$ cat src/rtl/vcve2_vlsu_pkg.sv
// Shared types and constants for the vector load/store address generator.
package vcve2_vlsu_pkg;

    localparam int unsigned AddrW            = 32;
    localparam int unsigned DataW            = 32;
    localparam int unsigned ElemBytesDefault = 4;
    localparam int unsigned StateW           = 2;

    typedef logic [StateW-1:0] vlsu_state_t;

    localparam vlsu_state_t StIdle       = 2'd0;
    localparam vlsu_state_t StWaitScalar = 2'd1;
    localparam vlsu_state_t StIssue      = 2'd2;
    localparam vlsu_state_t StDrain      = 2'd3;

    typedef enum logic {
        ModeUnit    = 1'b0,
        ModeStrided = 1'b1
    } vlsu_mode_e;

    // Per-op configuration captured on start.
    typedef struct packed {
        logic [AddrW-1:0] stride;
        vlsu_mode_e       mode;
        logic             is_store;
    } vlsu_cfg_t;

    // Address increment between consecutive elements.
    function automatic logic [AddrW-1:0] vlsu_step(input vlsu_mode_e       mode,
                                                   input logic [AddrW-1:0] stride,
                                                   input int unsigned      elem_bytes);
        return (mode == ModeStrided) ? stride : AddrW'(elem_bytes);
    endfunction

endpackage

$ cat src/rtl/vcve2_vlsu_outstanding_cnt.sv
// Saturating up/down counter of LSU transactions granted but not yet answered.
module vcve2_vlsu_outstanding_cnt #(
    parameter int unsigned MaxCnt = 2,
    localparam int unsigned CntW  = $clog2(MaxCnt + 1)
) (
    input  logic            clk_i,
    input  logic            rst_ni,
    input  logic            inc_i,
    input  logic            dec_i,
    output logic [CntW-1:0] cnt_o,
    output logic            full_o,
    output logic            empty_o
);

    logic [CntW-1:0] cnt_q, cnt_d;
    logic            eff_inc, eff_dec;

    assign full_o  = (cnt_q == CntW'(MaxCnt));
    assign empty_o = (cnt_q == '0);
    assign cnt_o   = cnt_q;

    // A response with nothing in flight is dropped rather than underflowing.
    assign eff_dec = dec_i && !empty_o;
    assign eff_inc = inc_i && (!full_o || eff_dec);

    always_comb begin
        cnt_d = cnt_q;
        if (eff_inc && !eff_dec) begin
            cnt_d = cnt_q + CntW'(1);
        end else if (eff_dec && !eff_inc) begin
            cnt_d = cnt_q - CntW'(1);
        end
    end

    always_ff @(posedge clk_i or negedge rst_ni) begin
        if (!rst_ni) begin
            cnt_q <= '0;
        end else begin
            cnt_q <= cnt_d;
        end
    end

    a_no_underflow: assert property (@(posedge clk_i) disable iff (!rst_ni) dec_i |-> !empty_o)
        else $error("outstanding counter: response with no transaction in flight");

endmodule

$ cat src/rtl/vcve2_vlsu_agu.sv
// Vector load/store address generator and LSU arbiter between scalar and vector traffic.
module vcve2_vlsu_agu
    import vcve2_vlsu_pkg::*;
#(
    parameter int unsigned MaxOutstanding = 2,
    parameter int unsigned ElemCntW       = 8,
    parameter int unsigned ElemBytes      = ElemBytesDefault
) (
    input  logic                clk_i,
    input  logic                rst_ni,
    input  logic                start_i,
    input  logic [AddrW-1:0]    start_addr_i,
    input  logic [AddrW-1:0]    stride_i,
    input  logic                strided_i,
    input  logic [ElemCntW-1:0] vl_i,
    input  logic                is_store_i,
    output logic                busy_o,
    output logic                done_o,
    input  logic                vrf_req_i,
    input  logic [DataW-1:0]    vrf_data_i,
    output logic                vrf_gnt_o,
    output logic                vrf_wvalid_o,
    output logic [DataW-1:0]    vrf_wdata_o,
    input  logic                scalar_req_i,
    input  logic                scalar_we_i,
    input  logic [AddrW-1:0]    scalar_addr_i,
    input  logic [DataW-1:0]    scalar_wdata_i,
    output logic                scalar_gnt_o,
    output logic                scalar_rvalid_o,
    output logic                lsu_req_o,
    output logic                lsu_we_o,
    output logic [AddrW-1:0]    lsu_addr_o,
    output logic [DataW-1:0]    lsu_wdata_o,
    input  logic                lsu_gnt_i,
    input  logic                lsu_rvalid_i,
    input  logic [DataW-1:0]    lsu_rdata_i
);

    localparam int unsigned CntW = $clog2(MaxOutstanding + 1);

    vlsu_state_t         state_q, state_d;
    logic [AddrW-1:0]    addr_q, addr_d;
    logic [ElemCntW-1:0] issued_q, issued_d;
    logic [ElemCntW-1:0] vl_q, vl_d;
    vlsu_cfg_t           cfg_q, cfg_d;
    logic                scalar_pending_q, scalar_pending_d;
    logic                done_q, done_d;

    logic                vec_gnt, vec_rsp, last_rsp;
    logic                cnt_full, cnt_empty;
    logic [CntW-1:0]     cnt;

    vcve2_vlsu_outstanding_cnt #(
        .MaxCnt (MaxOutstanding)
    ) u_outstanding (
        .clk_i   (clk_i),
        .rst_ni  (rst_ni),
        .inc_i   (vec_gnt),
        .dec_i   (vec_rsp),
        .cnt_o   (cnt),
        .full_o  (cnt_full),
        .empty_o (cnt_empty)
    );

    assign busy_o   = (state_q != StIdle);
    assign done_o   = done_q;
    assign vec_gnt  = (state_q == StIssue) && lsu_req_o && lsu_gnt_i;
    assign vec_rsp  = ((state_q == StIssue) || (state_q == StDrain)) && lsu_rvalid_i;
    assign last_rsp = cnt_empty || ((cnt == CntW'(1)) && vec_rsp);

    // Bus steering; everything is held quiet while reset is asserted.
    always_comb begin
        lsu_req_o       = 1'b0;
        lsu_we_o        = 1'b0;
        lsu_addr_o      = '0;
        lsu_wdata_o     = '0;
        scalar_gnt_o    = 1'b0;
        scalar_rvalid_o = 1'b0;
        vrf_gnt_o       = 1'b0;
        vrf_wvalid_o    = 1'b0;
        vrf_wdata_o     = '0;
        if (rst_ni) begin
            case (state_q)
                StIdle: begin
                    lsu_req_o       = scalar_req_i && !start_i;
                    lsu_we_o        = scalar_we_i;
                    lsu_addr_o      = scalar_addr_i;
                    lsu_wdata_o     = scalar_wdata_i;
                    scalar_gnt_o    = lsu_req_o && lsu_gnt_i;
                    scalar_rvalid_o = lsu_rvalid_i;
                end
                StWaitScalar: begin
                    scalar_rvalid_o = lsu_rvalid_i;
                end
                StIssue: begin
                    lsu_req_o    = !cnt_full && (!cfg_q.is_store || vrf_req_i);
                    lsu_we_o     = cfg_q.is_store;
                    lsu_addr_o   = addr_q;
                    lsu_wdata_o  = vrf_data_i;
                    vrf_gnt_o    = lsu_req_o && lsu_gnt_i && cfg_q.is_store;
                    vrf_wvalid_o = lsu_rvalid_i && !cfg_q.is_store;
                    vrf_wdata_o  = lsu_rdata_i;
                end
                StDrain: begin
                    vrf_wvalid_o = lsu_rvalid_i && !cfg_q.is_store;
                    vrf_wdata_o  = lsu_rdata_i;
                end
                default: ;
            endcase
        end
    end

    always_comb begin
        state_d          = state_q;
        addr_d           = addr_q;
        issued_d         = issued_q;
        vl_d             = vl_q;
        cfg_d            = cfg_q;
        scalar_pending_d = scalar_pending_q;
        done_d           = 1'b0;
        case (state_q)
            StIdle: begin
                if (scalar_gnt_o) begin
                    scalar_pending_d = 1'b1;
                end else if (lsu_rvalid_i) begin
                    scalar_pending_d = 1'b0;
                end
                if (start_i) begin
                    addr_d         = start_addr_i;
                    issued_d       = '0;
                    vl_d           = vl_i;
                    cfg_d.stride   = stride_i;
                    cfg_d.mode     = vlsu_mode_e'(strided_i);
                    cfg_d.is_store = is_store_i;
                    if (vl_i == '0) begin
                        done_d = 1'b1;
                    end else if (scalar_pending_d) begin
                        state_d = StWaitScalar;
                    end else begin
                        state_d = StIssue;
                    end
                end
            end
            StWaitScalar: begin
                if (lsu_rvalid_i) begin
                    scalar_pending_d = 1'b0;
                    state_d          = StIssue;
                end
            end
            StIssue: begin
                if (vec_gnt) begin
                    addr_d   = addr_q + vlsu_step(cfg_q.mode, cfg_q.stride, ElemBytes);
                    issued_d = issued_q + ElemCntW'(1);
                    if (issued_q == vl_q - ElemCntW'(1)) begin
                        state_d = StDrain;
                    end
                end
            end
            StDrain: begin
                if (last_rsp) begin
                    state_d = StIdle;
                    done_d  = 1'b1;
                end
            end
            default: state_d = StIdle;
        endcase
    end

    always_ff @(posedge clk_i or negedge rst_ni) begin
        if (!rst_ni) begin
            state_q          <= StIdle;
            addr_q           <= '0;
            issued_q         <= '0;
            vl_q             <= '0;
            cfg_q            <= '0;
            scalar_pending_q <= 1'b0;
            done_q           <= 1'b0;
        end else begin
            state_q          <= state_d;
            addr_q           <= addr_d;
            issued_q         <= issued_d;
            vl_q             <= vl_d;
            cfg_q            <= cfg_d;
            scalar_pending_q <= scalar_pending_d;
            done_q           <= done_d;
        end
    end

endmodule

$ cat config.mk
export PLATFORM = sky130hd
export DESIGN_NAME = vcve2_vlsu_agu
export DESIGN_NICKNAME = d
export VERILOG_FILES = /design/src/rtl/vcve2_vlsu_pkg.sv /design/src/rtl/vcve2_vlsu_outstanding_cnt.sv /design/src/rtl/vcve2_vlsu_agu.sv
export SDC_FILE = /design/constraint.sdc
export NUM_CORES = 1
export LEC_CHECK = 0
export ABC_AREA = 0
export CORE_AREA = 2 2 122 124
export DETAILED_ROUTE_END_ITERATION = 10
export DIE_AREA = 0 0 124 126
export DONT_BUFFER_PORTS = 1
export GPL_ROUTABILITY_DRIVEN = 0
export PLACE_DENSITY = 0.64
export SLEW_MARGIN = 40
export SYNTH_ARGS = -nofsm -noshare
export SYNTH_HDL_FRONTEND = slang
export SYNTH_SLANG_ARGS = --single-unit
$ cat constraint.sdc
create_clock -name clk_i -period 2.8 [get_ports clk_i]
set_clock_uncertainty 0.2 [all_clocks]
set_input_delay 0.56 -clock clk_i [delete_from_list [all_inputs] [get_ports clk_i]]
set_output_delay 0.56 -clock clk_i [all_outputs]
set_load 0.005 [all_outputs]
==> run summary, run 1 <==
status = finished, violations left
failing checks = negative hold slack, negative setup slack
CP max-delay cell = or3b_4
register area share after synthesis = 31.7%
Final Non-Filler Cells = 1062
DPL Wire Length = 18600 um
FF+latch count, synth = 88
Switch Pwr = 5.39 mW
reg2reg end = addr_q[31]
Post-DRT Antenna Nets = 0
Min-Delay Path Class = input port to asynchronous set/reset pin
r2r worst-path depth = 12
# fillers = 1248
crit path cell chain = buf_6 > and2_4 > ha_4 > nand2_4 > or3b_4 > a21boi_4 > o211ai_1 > and3b_2 > o21bai_1 > mux2i_1 > and4b_1 > nor3_2
I/O Buffers = 0
final wirelength = 24400 um
Rows = 44
maximum VDD drop = 661 uV
Initial Util = 48.5%
# clock sinks = 88
Worst path max stage delay = 0.41 ns
first drt pass iteration count = 5
distinct cell type count after synthesis = 58
antenna violations before repair = 15
Final Slew Violations = 0
Crit path required time = 2.84 ns
clock power share = 10.5%
# H-tree levels = 3
largest net degree at the start of global routing = 93
DP Area = 7720 um2
routed vias/inst = 6.13
global-route wire length before repair = 36300 um
register-to-register setup slack = -0.18 ns
GRT Util Overall = 30.9%
register share of total power = 20.9%
Synth Flop Type = dfrtp_1
mean area per synthesized cell = 8.54 um2
commonest non-fill, non-tap cell in the layout = dfrtp_1
post-DR wirelength/cell = 23.0 um
initial drt markers = 306
Num CTS Buffers = 9
post-layout min period = 2.98 ns
Fin Hold WS = -0.307 ns
most frequent cells in the layout = 88 x dfrtp_1, 84 x nor2_1, 80 x buf_4
Top Ports = 314
# Max-Cap Violations = 0
Synth Cell Area = 6950 um2
sw frac = 45.2%
CTS tree = yes
Post-synth EDFFs = 0
DRC Markers = 0
worst path arrival time = 3.02 ns
Place WS = -0.260 ns
final worst-path cycle share = 106%
PnR Total Power = 11.9 mW
Worst setup SP type = flop
share of layout cells above drive strength 1 = 26.1%
Die X = 124 um
Setup crit end kind = flop
slew margin rel. = 67.5%
PD cells = 1400 nW/um2
worst skew pair latency = 0.36 ns
Design Area, Final = 8520 um2
Post-Place Cells = 1028
Int Pwr = 6.55 mW
setup_tns = -0.658 ns
Clk Tree Root Cell = clkbuf_16
Reg2Reg Launch Point = cfg_q[1]
Comb pwr share = 68.6%
Setup-failing EPs final = 5
grt ovf = 0
critical path launch point = cfg_q[1]
Synth Instances = 813
Layout area overhead = 22.6%
Yosys warning count = 0
Final Hold Viols = 88
Syn Nets = 1065
Tightest Pin Transition = 0.487 ns
largest buffer count on any clock path = 2
worst setup margin = -0.179 ns
maximum clock frequency = 336 MHz
die area = 15600 um2
fraction of registers with async set/reset = 100%
Max FO, Critical Path = 5
Crit Path Category = flop to flop
post-layout net count = 1114
via count = 6506
CORE AREA = 14300 um2
CTS clk-pin slew, worst paths = 0.07 ns
die height = 126 um
vias in the first global route = 6557
Lkg Pwr = 3.72 nW
RSZ-0062 raised after global routing = true
[repair_timing]
item / CTS / global route
pin swaps: 11 / 17
setup endpoints to repair: 62 / 45
hold endpoints to repair: 88 / 88
buffers inserted: 1 / 6
gates resized for setup: 45 / 44
cloned: 0 / 0
[critical path: cells and delay by family (launching register included)]
family,cells,cell delay (ns)
fa+ha+maj,1,0.27
buf+inv,1,0.14
compound gates,3,0.49
mux,1,0.25
simple gates,6,1.12
flops,1,0.40
[cell usage after synthesis (2+ instances only)]
| cell | instances | area [um2] |
|---|---|---|
| nor4_1 | 4 | 25.0 |
| xnor2_1 | 21 | 184 |
| mux2_2 | 43 | 484 |
| mux2i_1 | 22 | 220 |
| buf_1 | 6 | 22.5 |
| o21bai_1 | 7 | 52.6 |
| o211ai_1 | 2 | 15.0 |
| o22ai_1 | 3 | 18.8 |
| a21o_1 | 16 | 120 |
| inv_1 | 18 | 67.6 |
| and3_1 | 8 | 50.1 |
| o31ai_1 | 2 | 15.0 |
| o21ai_2 | 2 | 17.5 |
| a31oi_1 | 9 | 56.3 |
| a22oi_1 | 65 | 488 |
| nand2_1 | 52 | 195 |
| or3_1 | 3 | 18.8 |
| a21oi_1 | 49 | 245 |
| nand4_1 | 6 | 37.5 |
| nor2b_1 | 5 | 31.3 |
| nor3b_1 | 8 | 60.1 |
| nor2_1 | 91 | 342 |
| buf_2 | 4 | 20.0 |
| clkbuf_1 | 40 | 150 |
| nand2b_1 | 6 | 37.5 |
| and2_1 | 65 | 407 |
| xor2_1 | 22 | 193 |
| and4_1 | 3 | 26.3 |
| dfrtp_1 | 88 | 2200 |
| ha_1 | 41 | 513 |
| nand3_1 | 17 | 85.1 |
| nor3_1 | 7 | 35.0 |
| o21ai_0 | 51 | 255 |
| a211oi_1 | 3 | 22.5 |
[worst max path at each step]
stage	cells past startpoint	end	slack (ns)
2_1_floorplan	12	addr_q[30]	-0.18
3_3_place_gp	12	addr_q[31]	-0.18
3_5_place_dp	13	addr_q[31]	-0.26
4_1_cts	12	addr_q[31]	-0.17
5_1_grt	12	addr_q[31]	-0.32
6_report	12	addr_q[31]	-0.18
[power by group through the flow]
stage / sequential, mW / clock, mW / combinational (mW)
finish: 2.49 / 1.25 / 8.19
detailed placement: 2.44 / 0 / 7.27
global route: 2.56 / 1.33 / 8.98
floorplan: 2.24 / 0 / 5.08
CTS: 2.46 / 1.27 / 7.68
global placement: 2.42 / 0 / 7.00
[per-layer routing]
metal | routed length, um | share of wire, % | track usage [%] | vias to the layer above
met1 | 9370 | 38 | 35.5 | 3169
met5 | 50 | 0.20 | 0 | -
met3 | 2570 | 11 | 14.6 | 60
met2 | 11400 | 47 | 47.8 | 248
met4 | 995 | 4.1 | 15.9 | 8
li1 | - | - | - | 3021
[cell families (layout without fill, tap and decap cells)]
| group | after synthesis | in the layout | share of synthesized area [%] |
|---|---|---|---|
| muxes | 65 | 65 | 10.1 |
| xor gates and xnor gates | 43 | 43 | 5.42 |
| buffers and inverters | 70 | 124 | 3.87 |
| DFF | 88 | 88 | 31.7 |
| AOI/OAI and AO/OA | 221 | 221 | 20.4 |
| adders and majority gates | 42 | 42 | 7.67 |
| and+or+nand+nor | 284 | 284 | 20.8 |
| other | 0 | 11 | 0 |
[area by class of cell]
| class | instances | area (um2) | share of cell area [%] |
|---|---|---|---|
| Tap cell | 184 | 230 | 2.70 |
| Timing Repair Buffer | 89 | 746 | 8.76 |
| Antenna cell | 11 | 27.5 | 0.323 |
| Clock buffer | 10 | 229 | 2.69 |
| Clock inverter | 6 | 67.6 | 0.793 |
| Inverter | 19 | 71.3 | 0.837 |
| Multi-Input combinational cell | 655 | 4940 | 58.0 |
| Sequential cell | 88 | 2200 | 25.9 |
[flip-flops by register name, indices dropped and copies added, names as in the netlist]
signal,flops
cfg_q,34
vl_q,8
state_q,2
scalar_pending_q,1
done_o,1
u_outstanding.cnt_o,2
issued_q,8
addr_q,32
[stage by stage]
| stage | hold WS (ns) | utilization (%) |
|---|---|---|
| global route | -0.327 | 59.5 |
| detailed placement | 0.0665 | 53.9 |
| CTS | -0.319 | 57.6 |
| finish | -0.307 | 59.5 |
| global placement | 0.0678 | 53.9 |
| floorplan | 0.0644 | - |
Power figures use the tool's default switching activity.
==> run 2: changes to the inputs <==
==> constraint.sdc (replaced) <==
create_clock -name clk_i -period 2.8 [get_ports clk_i]
set_clock_uncertainty 0.2 [all_clocks]
set_input_delay 0.42 -clock clk_i [delete_from_list [all_inputs] [get_ports clk_i]]
set_output_delay 0.42 -clock clk_i [all_outputs]
set_load 0.005 [all_outputs]
==> run 2 against run 1 <==
  * The flow finishes with violations (negative setup slack)
  * Routed wire length is 0.90% lower
  * Non-clock buffer count is 2 lower
  * Setup slack worse by 0.067 ns
  * Design area is 0.84% lower
  * Clock power hardly changed
  * Sequential share of layout area is 0.22 points higher
  * Sequential power hardly changed
  * Maximum frequency is 2.2% lower
  * Clock-buffer cell count is 1 higher
  * Register-to-register slack worse by 0.07 ns
  * Die area stayed put
  * Utilization is 0.50 points lower
  * Critical path type unchanged
  * Highest routed layer unchanged
==> run summary, run 2 (synthesized netlist as in run 1, its figures left out) <==
Final Hold Viols = 0 (-100%)
r2r worst-path depth = 11 (-1)
Clk Tree Root Cell = clkbuf_16
global-route wire length before repair = 35000 um (-3.5%)
failing checks = negative setup slack
Comb pwr share = 68.2% (-0.4 points)
Hold Path End = cfg_q[19]
Crit path required time = 2.89 ns (+0.05 ns)
status = finished, violations left
Initial Util = 48.5% (unchanged)
Worst setup SP type = flop
GRT Util Overall = 30.0% (-0.93 points)
RSZ-0062 raised after global routing = true
Place WS = -0.267 ns (-0.00711 ns)
first drt pass iteration count = 5 (unchanged)
CTS clk-pin slew, worst paths = 0.07 ns (about the same)
Crit Path Category = flop to flop
maximum VDD drop = 592 uV (-10%)
worst skew pair latency = 0.35 ns (about the same)
Die X = 124 um (unchanged)
max reg flops = 34 (unchanged)
DRC Markers = 0 (unchanged)
Tightest Pin Transition = 0.576 ns (+0.0889 ns)
routed vias/inst = 6.15 (+0.44%)
Post-DRT Antenna Nets = 0 (unchanged)
register share of total power = 21.2% (+0.3 points)
die area = 15600 um2 (unchanged)
reg2reg end = addr_q[30]
post-layout net count = 1112 (-0.18%)
DPL Wire Length = 18500 um (-0.90%)
die height = 126 um (unchanged)
Hold Crit Start = stride_i[17]
# Max-Cap Violations = 0 (unchanged)
Final Non-Filler Cells = 1058 (-0.38%)
grt ovf = 0 (unchanged)
sw frac = 44.9% (-0.23 points)
initial drt markers = 390 (+27%)
share of layout cells above drive strength 1 = 24.7% (-1.4 points)
Final Slew Violations = 0 (unchanged)
worst setup margin = -0.245 ns (-0.0666 ns)
Setup-failing EPs final = 14 (+9)
final worst-path cycle share = 109% (+2.4 points)
register-to-register setup slack = -0.25 ns (-0.07 ns)
biggest regs = cfg_q x34, addr_q x32
Max FO, Critical Path = 17 (+12)
I/O Buffers = 0 (unchanged)
clock power share = 10.6% (about the same)
via count = 6510 (+0.061%)
largest net degree at the start of global routing = 89 (-4.3%)
Layout area overhead = 21.6%
# H-tree levels = 3 (unchanged)
most flop-heavy register = cfg_q
Post-Place Cells = 1028 (unchanged)
slew margin rel. = 61.6% (-6.0 points)
post-DR wirelength/cell = 22.9 um (-0.53%)
Reg2Reg Launch Point = cfg_q[1]
vias in the first global route = 6343 (-3.3%)
commonest non-fill, non-tap cell in the layout = nor2_1
worst path arrival time = 3.13 ns (+0.11 ns)
largest buffer count on any clock path = 2 (unchanged)
most frequent cells in the layout = 90 x nor2_1, 88 x dfrtp_1, 79 x buf_4
post-layout min period = 3.05 ns (+0.0666 ns)
Num CTS Buffers = 9 (unchanged)
Lkg Pwr = 3.69 nW (-0.74%)
final wirelength = 24200 um (-0.90%)
CTS tree = yes
Setup crit end kind = flop
hold path cells = 1
maximum clock frequency = 328 MHz (-2.2%)
# clock sinks = 88 (unchanged)
Rows = 44 (unchanged)
Min-Delay Path Class = input port to flop
PD cells = 1390 nW/um2 (-0.78%)
Switch Pwr = 5.28 mW (-2.1%)
Int Pwr = 6.47 mW (-1.2%)
CORE AREA = 14300 um2 (unchanged)
Final Util = 59.0% (-0.50 points)
antenna violations before repair = 12 (-3)
Top Ports = 314 (unchanged)
run 2: repair_timing:
item                                    4_1_cts  5_1_grt
hold buffers                                  2        0
gates cloned                                  0        0
gates resized for setup                      30       46
endpoints found under the setup margin       63       34
setup buffers                                 1        2
pin swaps                                     6       15
endpoints found under the hold margin        88        0
run 2: area by class of cell:
type / instances / area, um2
Antenna cell: 10 / 25.0
Clock inverter: 4 / 53.8
Clock buffer: 11 / 243
Timing Repair Buffer: 87 / 724
Tap cell: 184 / 230
Fill cell: 1262 / 5870
Inverter: 19 / 71.3
Sequential cell: 88 / 2200
Multi-Input combinational cell: 655 / 4890
run 2: worst max-delay path by stage:
stage / startpoint / end / slack, ns
detailed placement: cfg_q[1] / addr_q[31] / -0.27
global placement: cfg_q[1] / addr_q[31] / -0.18
global route: cfg_q[1] / addr_q[31] / -0.35
finish: cfg_q[1] / addr_q[30] / -0.25
CTS: cfg_q[1] / addr_q[31] / -0.19
floorplan: cfg_q[1] / addr_q[30] / -0.18
run 2: worst max-delay path: stages (launching register included):
cell     delay, ns
dfrtp_1       0.40
buf_6         0.16
and2_1        0.17
ha_4          0.28
nand2_1       0.07
or4_4         0.54
a31oi_4       0.21
o21ai_2       0.09
o21ai_2       0.18
a21oi_2       0.08
or4b_1        0.51
nand3_1       0.08
run 2: power by group through the flow:
stage | logic [mW] | clock network [mW] | registers [mW]
CTS | 7.52 | 1.26 | 2.45
global route | 8.75 | 1.31 | 2.55
detailed placement | 7.20 | 0 | 2.44
global placement | 6.98 | 0 | 2.43
finish | 8.02 | 1.25 | 2.49
floorplan | 5.08 | 0 | 2.24
run 2: through the flow:
step	cell area, um2	hold WS, ns	setup TNS [ns]	total power, mW
global route	8440	0.00447	-3.38	12.6
CTS	8190	0.00211	-0.956	11.2
global placement	7710	-0.0724	-1.54	9.40
finish	8440	0.00905	-0.959	11.7
floorplan	7040	-0.0756	-0.262	7.31
detailed placement	7710	-0.0721	-3.20	9.64
run 2: routing by layer:
layer	wire (um)	up-vias	global-route usage [%]
li1	-	3014	-
met1	9310	3127	34.3
met2	11200	310	46.1
met3	2660	55	13.7
met4	1030	4	16.9
met5	26	-	0
==> run 3: changes to the inputs <==
--- a/config.mk
+++ b/config.mk
@@ -11,7 +11,7 @@
 export DIE_AREA = 0 0 124 126
 export DONT_BUFFER_PORTS = 1
 export GPL_ROUTABILITY_DRIVEN = 0
-export PLACE_DENSITY = 0.64
+export PLACE_DENSITY_LB_ADDON = 0.12
 export SLEW_MARGIN = 40
 export SYNTH_ARGS = -nofsm -noshare
 export SYNTH_HDL_FRONTEND = slang
==> run 3 against run 2 <==
  * Sequential share of layout area increased by 0.10 points
  * The flow still finishes with violations (negative setup slack)
  * Utilization decreased by 0.24 points
  * Flip-flop and latch count unchanged
  * Routed wire length down 1.6%
  * Final cell count is 0.38% lower
  * Highest routed layer unchanged
==> run summary, run 3 (synthesized netlist as in run 1, its figures left out) <==
status = finished, violations left
failing checks = negative setup slack
GRT Util Overall = 29.7% (-0.31 points)
maximum clock frequency = 332 MHz (+1.1%)
Max Used Layer = met5
# fillers = 1258 (-0.32%)
Die X = 124 um (unchanged)
final wirelength = 23800 um (-1.6%)
metal2 WL = 11300 um (+1.3%)
PD cells = 1390 nW/um2 (about the same)
Clk Tree Root Cell = clkbuf_16
worst skew pair latency = 0.35 ns (about the same)
maximum VDD drop = 650 uV (+9.7%)
post-layout min period = 3.01 ns (-0.0340 ns)
# H-tree levels = 3 (unchanged)
max reg flops = 34 (unchanged)
Worst setup SP type = flop
post-DR wirelength/cell = 22.6 um (-1.3%)
share of layout cells above drive strength 1 = 24.2% (-0.43 points)
Post-DRT Antenna Nets = 0 (unchanged)
Reg area = 2200 um2 (unchanged)
first drt pass iteration count = 6 (+1)
largest net degree at the start of global routing = 105 (+18%)
Min-Delay Path Class = input port to flop
Crit path required time = 2.89 ns (about the same)
Initial Util = 48.5% (unchanged)
DP Area = 7680 um2 (-0.39%)
die area = 15600 um2 (unchanged)
routed wl met3 = 2330 um (-12%)
worst path arrival time = 3.10 ns (-0.03 ns)
via count = 6459 (-0.78%)
# Max-Cap Violations = 0 (unchanged)
# clock sinks = 88 (unchanged)
global-route wire length before repair = 34700 um (-0.89%)
biggest regs = cfg_q x34, addr_q x32
Setup-failing EPs final = 15 (+1)
most flop-heavy register = cfg_q
die height = 126 um (unchanged)
routed vias/inst = 6.13 (-0.41%)
initial drt markers = 391 (+0.26%)
Layout area overhead = 21.1%
Reg2Reg Launch Point = cfg_q[1]
Final Hold Viols = 0 (unchanged)
slew margin rel. = 57.8% (-3.8 points)
CTS tree = yes
most frequent cells in the layout = 88 x nor2_1, 88 x dfrtp_1, 83 x buf_4
Design Area, Final = 8410 um2 (-0.40%)
Num CTS Buffers = 9 (unchanged)
post-layout net count = 1115 (+0.27%)
final worst-path cycle share = 108% (-1.2 points)
vias in the first global route = 6423 (+1.3%)
grt ovf = 0 (unchanged)
WL met1 = 9400 um (+0.90%)
I/O Buffers = 0 (unchanged)
Top Ports = 314 (unchanged)
Hold Crit Start = stride_i[30]
Crit Path Category = flop to flop
DPL Wire Length = 18000 um (-2.5%)
Max FO, Critical Path = 20 (+3)
Rows = 44 (unchanged)
Lkg Pwr = 3.74 nW (+1.4%)
Setup crit end kind = flop
CORE AREA = 14300 um2 (unchanged)
worst setup margin = -0.211 ns (+0.0340 ns)
largest buffer count on any clock path = 2 (unchanged)
antenna violations before repair = 6 (-6)
Fin Hold WS = 0.0134 ns (+0.00438 ns)
CTS clk-pin slew, worst paths = 0.06 ns (about the same)
setup_tns = -1.28 ns (-0.322 ns)
area of the multi-input gates = 4850 um2 (-0.82%)
DRC Markers = 0 (unchanged)
RSZ-0062 raised after global routing = true
critical path launch point = cfg_q[1]
Final Slew Violations = 0 (unchanged)
Tightest Pin Transition = 0.617 ns (+0.0415 ns)
run 3: cell count changes in the layout (fill, tap and decap cells not counted), sizes merged:
cell	before	now
bufinv	1	2
buf	86	89
clkinvlp	2	0
inv	20	19
diode	10	3
clkinv	0	2
run 3: worst paths after layout:
kind / endpoint / slack, ns / depth (start not counted)
max: addr_q[30] / -0.21 / 11
min: cfg_q[32] / 0.01 / 1
max reg2reg: addr_q[30] / -0.21 / 11
min reg2reg: scalar_pending_q / 0.29 / 2
max in group asynchronous: addr_q[3] / 1.59 / 2
min in group asynchronous: scalar_pending_q / 0.42 / 2
run 3: repair_timing:
item | CTS | global route
pin swaps | 8 | 16
cloned | 0 | 0
setup endpoints to repair | 22 | 28
setup buffers | 3 | 7
endpoints found under the hold margin | 88 | 0
hold buffers | 2 | 0
resized for setup | 34 | 40
run 3: worst max-delay path, cell delays in order (launching register included):
cell     delay (ns)
dfrtp_1        0.41
buf_12         0.16
and2_1         0.14
ha_1           0.31
nand2_2        0.07
or4_4          0.55
a31oi_4        0.20
o21ai_2        0.09
o21ai_2        0.16
a21oi_2        0.07
or4b_1         0.50
nand3_1        0.08
run 3: stage by stage:
| step | utilization [%] | power (mW) | setup WS [ns] | std cells |
|---|---|---|---|---|
| detailed placement | 53.6 | 9.61 | -0.266 | 1024 |
| global placement | 53.6 | 9.42 | -0.187 | 1024 |
| finish | 58.8 | 11.7 | -0.211 | 1054 |
| floorplan | - | 7.31 | -0.184 | 813 |
| CTS | 57.1 | 11.2 | -0.201 | 1044 |
| global route | 58.7 | 12.7 | -0.315 | 1053 |
run 3: layer usage:
layer	global-route usage (%)	vias up
met2	47.6	276
met4	13.5	6
li1	-	3016
met3	11.4	45
met1	35.0	3116
met5	0	-
run 3: report_power, final:
part	internal [mW]	total [mW]	switching, mW
clock	0.775	1.27	0.500
combinational	3.79	7.99	4.20
sequential	1.89	2.44	0.550
total	6.46	11.7	5.25
run 3: layout make-up:
| type | count | share of cell area (%) |
|---|---|---|
| Clock buffer | 11 | 2.77 |
| Multi-Input combinational cell | 655 | 57.7 |
| Antenna cell | 3 | 0.0893 |
| Sequential cell | 88 | 26.2 |
| Clock inverter | 4 | 0.833 |
| Timing Repair Buffer | 90 | 8.82 |
| Tap cell | 184 | 2.74 |
| Inverter | 19 | 0.848 |
